## src/rtl/alu_sequencer_pkg.sv

```systemverilog
// Shared types and constants for the ALU sequencer and its opcode decoder.
//   op_dir_e     : shift/rotate direction, shared with the ALU
//   OPC_*        : instruction opcode encodings (instr[7:5])
//   OP_*         : bit positions of the one-hot op strobe vector
//   seq_state_e  : sequencer FSM states
package alu_sequencer_pkg;

    typedef enum logic {
        LEFT  = 1'b0,
        RIGHT = 1'b1
    } op_dir_e;

    localparam logic [2:0] OPC_NOP     = 3'b000;
    localparam logic [2:0] OPC_ADD     = 3'b001;
    localparam logic [2:0] OPC_SUB     = 3'b010;
    localparam logic [2:0] OPC_MUL     = 3'b011;
    localparam logic [2:0] OPC_DIV     = 3'b100;
    localparam logic [2:0] OPC_SHIFT   = 3'b101;
    localparam logic [2:0] OPC_ROT     = 3'b110;
    localparam logic [2:0] OPC_ILLEGAL = 3'b111;

    localparam int unsigned OP_ADD   = 0;
    localparam int unsigned OP_SUB   = 1;
    localparam int unsigned OP_MUL   = 2;
    localparam int unsigned OP_DIV   = 3;
    localparam int unsigned OP_SHIFT = 4;
    localparam int unsigned OP_ROT   = 5;
    localparam int unsigned NUM_OPS  = 6;

    typedef enum logic [2:0] {
        StIdle,
        StDecode,
        StExec,
        StWb,
        StFin
    } seq_state_e;

endpackage

```

## src/rtl/alu_op_decode.sv

```systemverilog
// Combinational opcode decoder.
//   opcode_i     : instr[7:5]
//   dir_i        : instr[4], 0 = LEFT, 1 = RIGHT
//   op_vec_o     : one-hot ALU op vector (bit positions OP_*), all zero for NOP/ILLEGAL
//   op_dir_o     : direction, only RIGHT for SHIFT/ROT with dir_i set
//   is_illegal_o : opcode 111
//   is_nop_o     : opcode 000
//   is_div_o     : opcode 100
module alu_op_decode
    import alu_sequencer_pkg::*;
(
    input  logic [2:0]         opcode_i,
    input  logic               dir_i,
    output logic [NUM_OPS-1:0] op_vec_o,
    output op_dir_e            op_dir_o,
    output logic               is_illegal_o,
    output logic               is_nop_o,
    output logic               is_div_o
);

    always_comb begin
        op_vec_o     = '0;
        op_dir_o     = LEFT;
        is_illegal_o = 1'b0;
        is_nop_o     = 1'b0;
        is_div_o     = 1'b0;
        unique case (opcode_i)
            OPC_NOP:   is_nop_o = 1'b1;
            OPC_ADD:   op_vec_o[OP_ADD] = 1'b1;
            OPC_SUB:   op_vec_o[OP_SUB] = 1'b1;
            OPC_MUL:   op_vec_o[OP_MUL] = 1'b1;
            OPC_DIV: begin
                op_vec_o[OP_DIV] = 1'b1;
                is_div_o         = 1'b1;
            end
            OPC_SHIFT: begin
                op_vec_o[OP_SHIFT] = 1'b1;
                op_dir_o           = dir_i ? RIGHT : LEFT;
            end
            OPC_ROT: begin
                op_vec_o[OP_ROT] = 1'b1;
                op_dir_o         = dir_i ? RIGHT : LEFT;
            end
            OPC_ILLEGAL: is_illegal_o = 1'b1;
        endcase
    end

endmodule

```

## src/rtl/alu_sequencer.sv

```systemverilog
// Issuing side of the ALU control interface. Accepts one instruction byte per
// valid/ready transaction, drives the ALU enable and one-hot op strobes for
// EXEC_CYCLES cycles, then pulses write-back and done (or done+fault).
//   clock, reset            : clock and asynchronous active-high reset
//   instr_valid/instr_ready : instruction handshake, ready only in IDLE
//   instr                   : [7:5] opcode, [4] dir, [3:2] dst, [1:0] src
//   divisor_zero            : register2 == 0, sampled in DECODE
//   src_sel, dst_sel        : latched operand / destination register selects
//   out, op_*, op_dir       : ALU enable, one-hot op strobes, direction
//   wb_en, done, fault      : write-back strobe, completion pulse, fault qualifier
module alu_sequencer
    import alu_sequencer_pkg::*;
#(
    parameter int unsigned EXEC_CYCLES   = 1,
    parameter bit          FAULT_ON_DIV0 = 1'b1
) (
    input  logic       clock,
    input  logic       reset,
    input  logic       instr_valid,
    output logic       instr_ready,
    input  logic [7:0] instr,
    input  logic       divisor_zero,
    output logic [1:0] src_sel,
    output logic       out,
    output logic       op_add,
    output logic       op_sub,
    output logic       op_mul,
    output logic       op_div,
    output logic       op_shift,
    output logic       op_rot,
    output op_dir_e    op_dir,
    output logic       wb_en,
    output logic [1:0] dst_sel,
    output logic       done,
    output logic       fault
);

    seq_state_e   state_q, state_d;
    logic [7:0]   instr_q, instr_d;
    logic [3:0]   cnt_q, cnt_d;
    logic         fault_q, fault_d;

    logic [NUM_OPS-1:0] op_vec;
    op_dir_e            dec_dir;
    logic               is_illegal;
    logic               is_nop;
    logic               is_div;

    alu_op_decode u_decode (
        .opcode_i     (instr_q[7:5]),
        .dir_i        (instr_q[4]),
        .op_vec_o     (op_vec),
        .op_dir_o     (dec_dir),
        .is_illegal_o (is_illegal),
        .is_nop_o     (is_nop),
        .is_div_o     (is_div)
    );

    always_comb begin
        state_d = state_q;
        instr_d = instr_q;
        cnt_d   = cnt_q;
        fault_d = fault_q;
        unique case (state_q)
            StIdle: begin
                if (instr_valid) begin
                    instr_d = instr;
                    state_d = StDecode;
                end
            end
            StDecode: begin
                if (is_illegal) begin
                    fault_d = 1'b1;
                    state_d = StFin;
                end else if (is_nop) begin
                    fault_d = 1'b0;
                    state_d = StFin;
                end else if (is_div && divisor_zero && FAULT_ON_DIV0) begin
                    fault_d = 1'b1;
                    state_d = StFin;
                end else begin
                    fault_d = 1'b0;
                    cnt_d   = 4'(EXEC_CYCLES - 1);
                    state_d = StExec;
                end
            end
            StExec: begin
                if (cnt_q == 4'd0) begin
                    state_d = StWb;
                end else begin
                    cnt_d = cnt_q - 4'd1;
                end
            end
            StWb:    state_d = StIdle;
            StFin:   state_d = StIdle;
            default: state_d = StIdle;
        endcase
    end

    always_ff @(posedge clock or posedge reset) begin
        if (reset) begin
            state_q <= StIdle;
            instr_q <= 8'h00;
            cnt_q   <= 4'd0;
            fault_q <= 1'b0;
        end else begin
            state_q <= state_d;
            instr_q <= instr_d;
            cnt_q   <= cnt_d;
            fault_q <= fault_d;
        end
    end

    // Moore outputs; strobes and direction are gated by EXEC so reset drops them at once.
    logic exec_active;

    always_comb begin
        exec_active = (state_q == StExec);
        instr_ready = (state_q == StIdle);
        src_sel     = instr_q[1:0];
        dst_sel     = instr_q[3:2];
        out         = exec_active;
        op_add      = exec_active & op_vec[OP_ADD];
        op_sub      = exec_active & op_vec[OP_SUB];
        op_mul      = exec_active & op_vec[OP_MUL];
        op_div      = exec_active & op_vec[OP_DIV];
        op_shift    = exec_active & op_vec[OP_SHIFT];
        op_rot      = exec_active & op_vec[OP_ROT];
        op_dir      = exec_active ? dec_dir : LEFT;
        wb_en       = (state_q == StWb);
        done        = (state_q == StWb) || (state_q == StFin);
        fault       = (state_q == StFin) && fault_q;
    end

endmodule

```

## config.mk

```make
export PLATFORM = sky130hd
export DESIGN_NAME = alu_sequencer
export DESIGN_NICKNAME = d
export VERILOG_FILES = /design/src/rtl/alu_sequencer_pkg.sv /design/src/rtl/alu_op_decode.sv /design/src/rtl/alu_sequencer.sv
export SDC_FILE = /design/constraint.sdc
export NUM_CORES = 1
export LEC_CHECK = 0
export CAP_MARGIN = 25
export CORE_ASPECT_RATIO = 1.25
export CORE_UTILIZATION = 45
export CTS_CLUSTER_SIZE = 24
export DETAILED_ROUTE_END_ITERATION = 10
export PLACE_DENSITY_LB_ADDON = 0.05
export SKIP_LAST_GASP = 1
export SYNTH_ARGS = -nofsm -noshare
export SYNTH_HDL_FRONTEND = slang
export SYNTH_SLANG_ARGS = --single-unit
```

## constraint.sdc

```tcl
create_clock -name clock -period 2.5 [get_ports clock]
set_clock_uncertainty 0.1 [all_clocks]
set_input_delay 0.25 -clock clock [delete_from_list [all_inputs] [get_ports clock]]
set_output_delay 0.25 -clock clock [all_outputs]
set_load 0.005 [all_outputs]
```

==> results of run 1 <==
[power breakdown]
group / total, mW / internal, mW / switching (mW)
Combinational: 0.665 / 0.372 / 0.293
Sequential: 0.491 / 0.380 / 0.111
Clock: 0.135 / 0.0560 / 0.0794
Total: 1.29 / 0.808 / 0.483
[layer usage]
layer  up-vias  routed length (um)  global-route usage (%)
met1       339                 690                    22.8
met3         4                  72                    3.91
met5         -                   0                       0
li1        345                   -                       -
met2        25                 889                    33.3
met4         0                  38                    14.5
[registers in the layout, indices dropped and copies added, names as in the netlist]
register	flops
cnt_q	4
state_q	3
fault_q	1
instr_q	8
[critical path: cells and delay by family (launching register included)]
kind	cells	cell delay [ns]
buf+inv	2	0.72
flops	1	0.43
simple gates	2	0.63
[cells in the final DEF (no fill, tap or decap), types with 2 or more instances in the layout]
master | synthesis | final
and2_1 | 2 | 2
and3_1 | 2 | 2
clkbuf_4 | 0 | 3
clkdlybuf4s50_1 | 0 | 27
dfrtp_1 | 16 | 16
ha_1 | 2 | 2
inv_1 | 6 | 5
mux2_2 | 7 | 7
nand2_1 | 2 | 2
nand2b_1 | 4 | 4
nor2_1 | 7 | 7
nor3_1 | 4 | 4
o21ai_0 | 5 | 5
[how the worst max path moves through the flow]
stage / cells past startpoint / slack [ns] / end / from
6_report: 4 / 0.08 / op_add / state_q[0]$_DFFE_PP0P_
5_1_grt: 5 / -0.03 / op_div / state_q[0]$_DFFE_PP0P_
4_1_cts: 5 / 0.002 / op_dir / state_q[0]$_DFFE_PP0P_
3_5_place_dp: 5 / 0.35 / op_dir / state_q[0]$_DFFE_PP0P_
3_3_place_gp: 5 / 0.36 / op_dir / state_q[0]$_DFFE_PP0P_
2_1_floorplan: 5 / 0.79 / op_dir / state_q[0]$_DFFE_PP0P_
[area by class of cell]
| cell class | instances | area (um2) |
|---|---|---|
| repair buffers | 28 | 278 |
| clock buffers | 3 | 22.5 |
| fillers | 162 | 642 |
| inverters | 6 | 22.5 |
| multi-input cells | 55 | 398 |
| flip-flops and latches | 16 | 400 |
| well taps | 19 | 23.8 |
[logic make-up after synthesis]
logic type,count (synthesis)
buf+inv,12
mux,7
fa+ha+maj,2
simple gates,31
compound gates,15
flops,16
==> impl_metrics.env, run 1 <==
export IMPL_outcome="complete, no violations"
export IMPL_wl_mm=1.69
export IMPL_synthMostInstantiatedCell="dfrtp_1"
export IMPL_hold_slack_ns=0.233
export IMPL_clock_sinks=16
export IMPL_drc=0
export IMPL_synth_edff_count=0
export IMPL_root_buffer="clkbuf_4"
export IMPL_ys_types=34
export IMPL_path_cells="or3b_1 -> buf_4 -> nor3_1 -> clkdlybuf4s50_1"
export IMPL_tns_ns=0
export IMPL_pre_cts_ws_ns=0.349
export IMPL_synth_xor_area_share_pct=0
export IMPL_post_cts_resized=0
export IMPL_die_area_um2=2100
export IMPL_max_stage_delay_ns=0.54
export IMPL_setup_ws_ns=0.0803
export IMPL_viasPerCell=5.61
export IMPL_place_inst=124
export IMPL_cts_tree="yes"
export IMPL_syn_avg_cell_area_um2=10.4
export IMPL_grt_pass1_wl_mm=2.90
export IMPL_hold_viol=0
export IMPL_place_gp_congestion=0.728
export IMPL_stdcell_count=127
export IMPL_ys_seq_area_share_pct=46.4
export IMPL_clock_fmax_mhz=413
export IMPL_cts_buffers=3
export IMPL_crit_arrival_ns=2.07
export IMPL_grt_max_degree=17
export IMPL_grt_usage_pct=20.7
export IMPL_period_minus_slack_ns=2.42
export IMPL_peakVddDrop_mv=0.623
export IMPL_clk_transition_reported_paths_ns=0.09
export IMPL_die_h_um=50.9
export IMPL_cap_viol_max_count=0
export IMPL_dr_total_vias=713
export IMPL_synth_top_family_by_area="simple AND/OR/NAND/NOR gates"
export IMPL_drive_gt1_share_pct=18.5
export IMPL_synth_warnings=0
export IMPL_ctsHtreeMaxLevel=1
export IMPL_end_kind="primary output"
export IMPL_cp_start_kind="flop"
export IMPL_fin_nets=124
export IMPL_ios=28
export IMPL_final_setup_viol_count=0
export IMPL_cp_max_fo=9
export IMPL_diodes=0
export IMPL_ys_flop_type="dfrtp_1"
export IMPL_power_density_nw_per_um2=1130
export IMPL_clk_path_buf_depth=2
export IMPL_finalCritPeriodShare_pct=96.8
export IMPL_gr_total_overflow=0
export IMPL_ys_seq_elements=16
export IMPL_holdBufCountCts=0
export IMPL_r2r_cells=3
export IMPL_yosys_top_cells_count="dfrtp_1, mux2_2, nor2_1, inv_1, o21ai_0"
export IMPL_slew_viol_final=0
export IMPL_cp_data_required_time_ns=2.15
export IMPL_synth_mux_area_share_pct=9.14
export IMPL_place_hpwl_mm=1.30
export IMPL_min_delay_path_class="primary input to asynchronous set/reset pin"
export IMPL_drtIter0Drc=8
export IMPL_slowest_stage="clkdlybuf4s50_1"
export IMPL_initial_utilization_pct=48.2
export IMPL_r2r_start="state_q[1]$_DFFE_PP0P_"
export IMPL_clock_latency_ns=0.28
export IMPL_routedWlPerCell_um=13.3
export IMPL_ant_nets=0
export IMPL_dieWidth_um=41.2
export IMPL_syn_instance_count=83
export IMPL_grt_pass1_vias=691
export IMPL_slew_headroom_pct=59.1
export IMPL_syn2layout_area_growth_pct=32.8
export IMPL_postCtsSetupBuffers=0
export IMPL_crit_type="flop to primary output"
export IMPL_synthTopCellsByArea="dfrtp_1, mux2_2, buf_4, nor2_1, ha_1"
export IMPL_leakage_nw=0.488
export IMPL_tightest_slew_ns=0.613
export IMPL_antenna_found_initial=0
export IMPL_synth_nets=97
export IMPL_synth_compound_area_share_pct=12.5
export IMPL_row_count=17
export IMPL_core_area_um2=1790
export IMPL_post_route_util_pct=64.1
export IMPL_r2r_end="cnt_q[0]$_DFFE_PP0P_"
export IMPL_rsz0062_at_grt="true"
export IMPL_reg2reg_slack_ns=0.70
export IMPL_yosysTopAreaCell="dfrtp_1"
export IMPL_synth_area_um2=862
export IMPL_drt_pass1_iterations=4
export IMPL_fin_area_um2=1140
export IMPL_synth_simple_area_share_pct=21.0
export IMPL_total_power_mw=1.29
export IMPL_yosys_area_share_adder_pct=2.90
export IMPL_portBuffers=27
export IMPL_yosysTopAreaCellShare_pct=46.4
export IMPL_placed_cell_area_um2=1120
export IMPL_synth_async_reset_ratio_pct=100
Power figures use the tool's default switching activity.
==> run 2: changes to the inputs <==
--- a/config.mk
+++ b/config.mk
@@ -5,7 +5,7 @@
 export SDC_FILE = /design/constraint.sdc
 export NUM_CORES = 1
 export LEC_CHECK = 0
-export CAP_MARGIN = 25
+export CAP_MARGIN = 40
 export CORE_ASPECT_RATIO = 1.25
 export CORE_UTILIZATION = 45
 export CTS_CLUSTER_SIZE = 24
==> results of run 2 <==
Same layout as run 1: the final DEF is identical, and so are final timing and power.
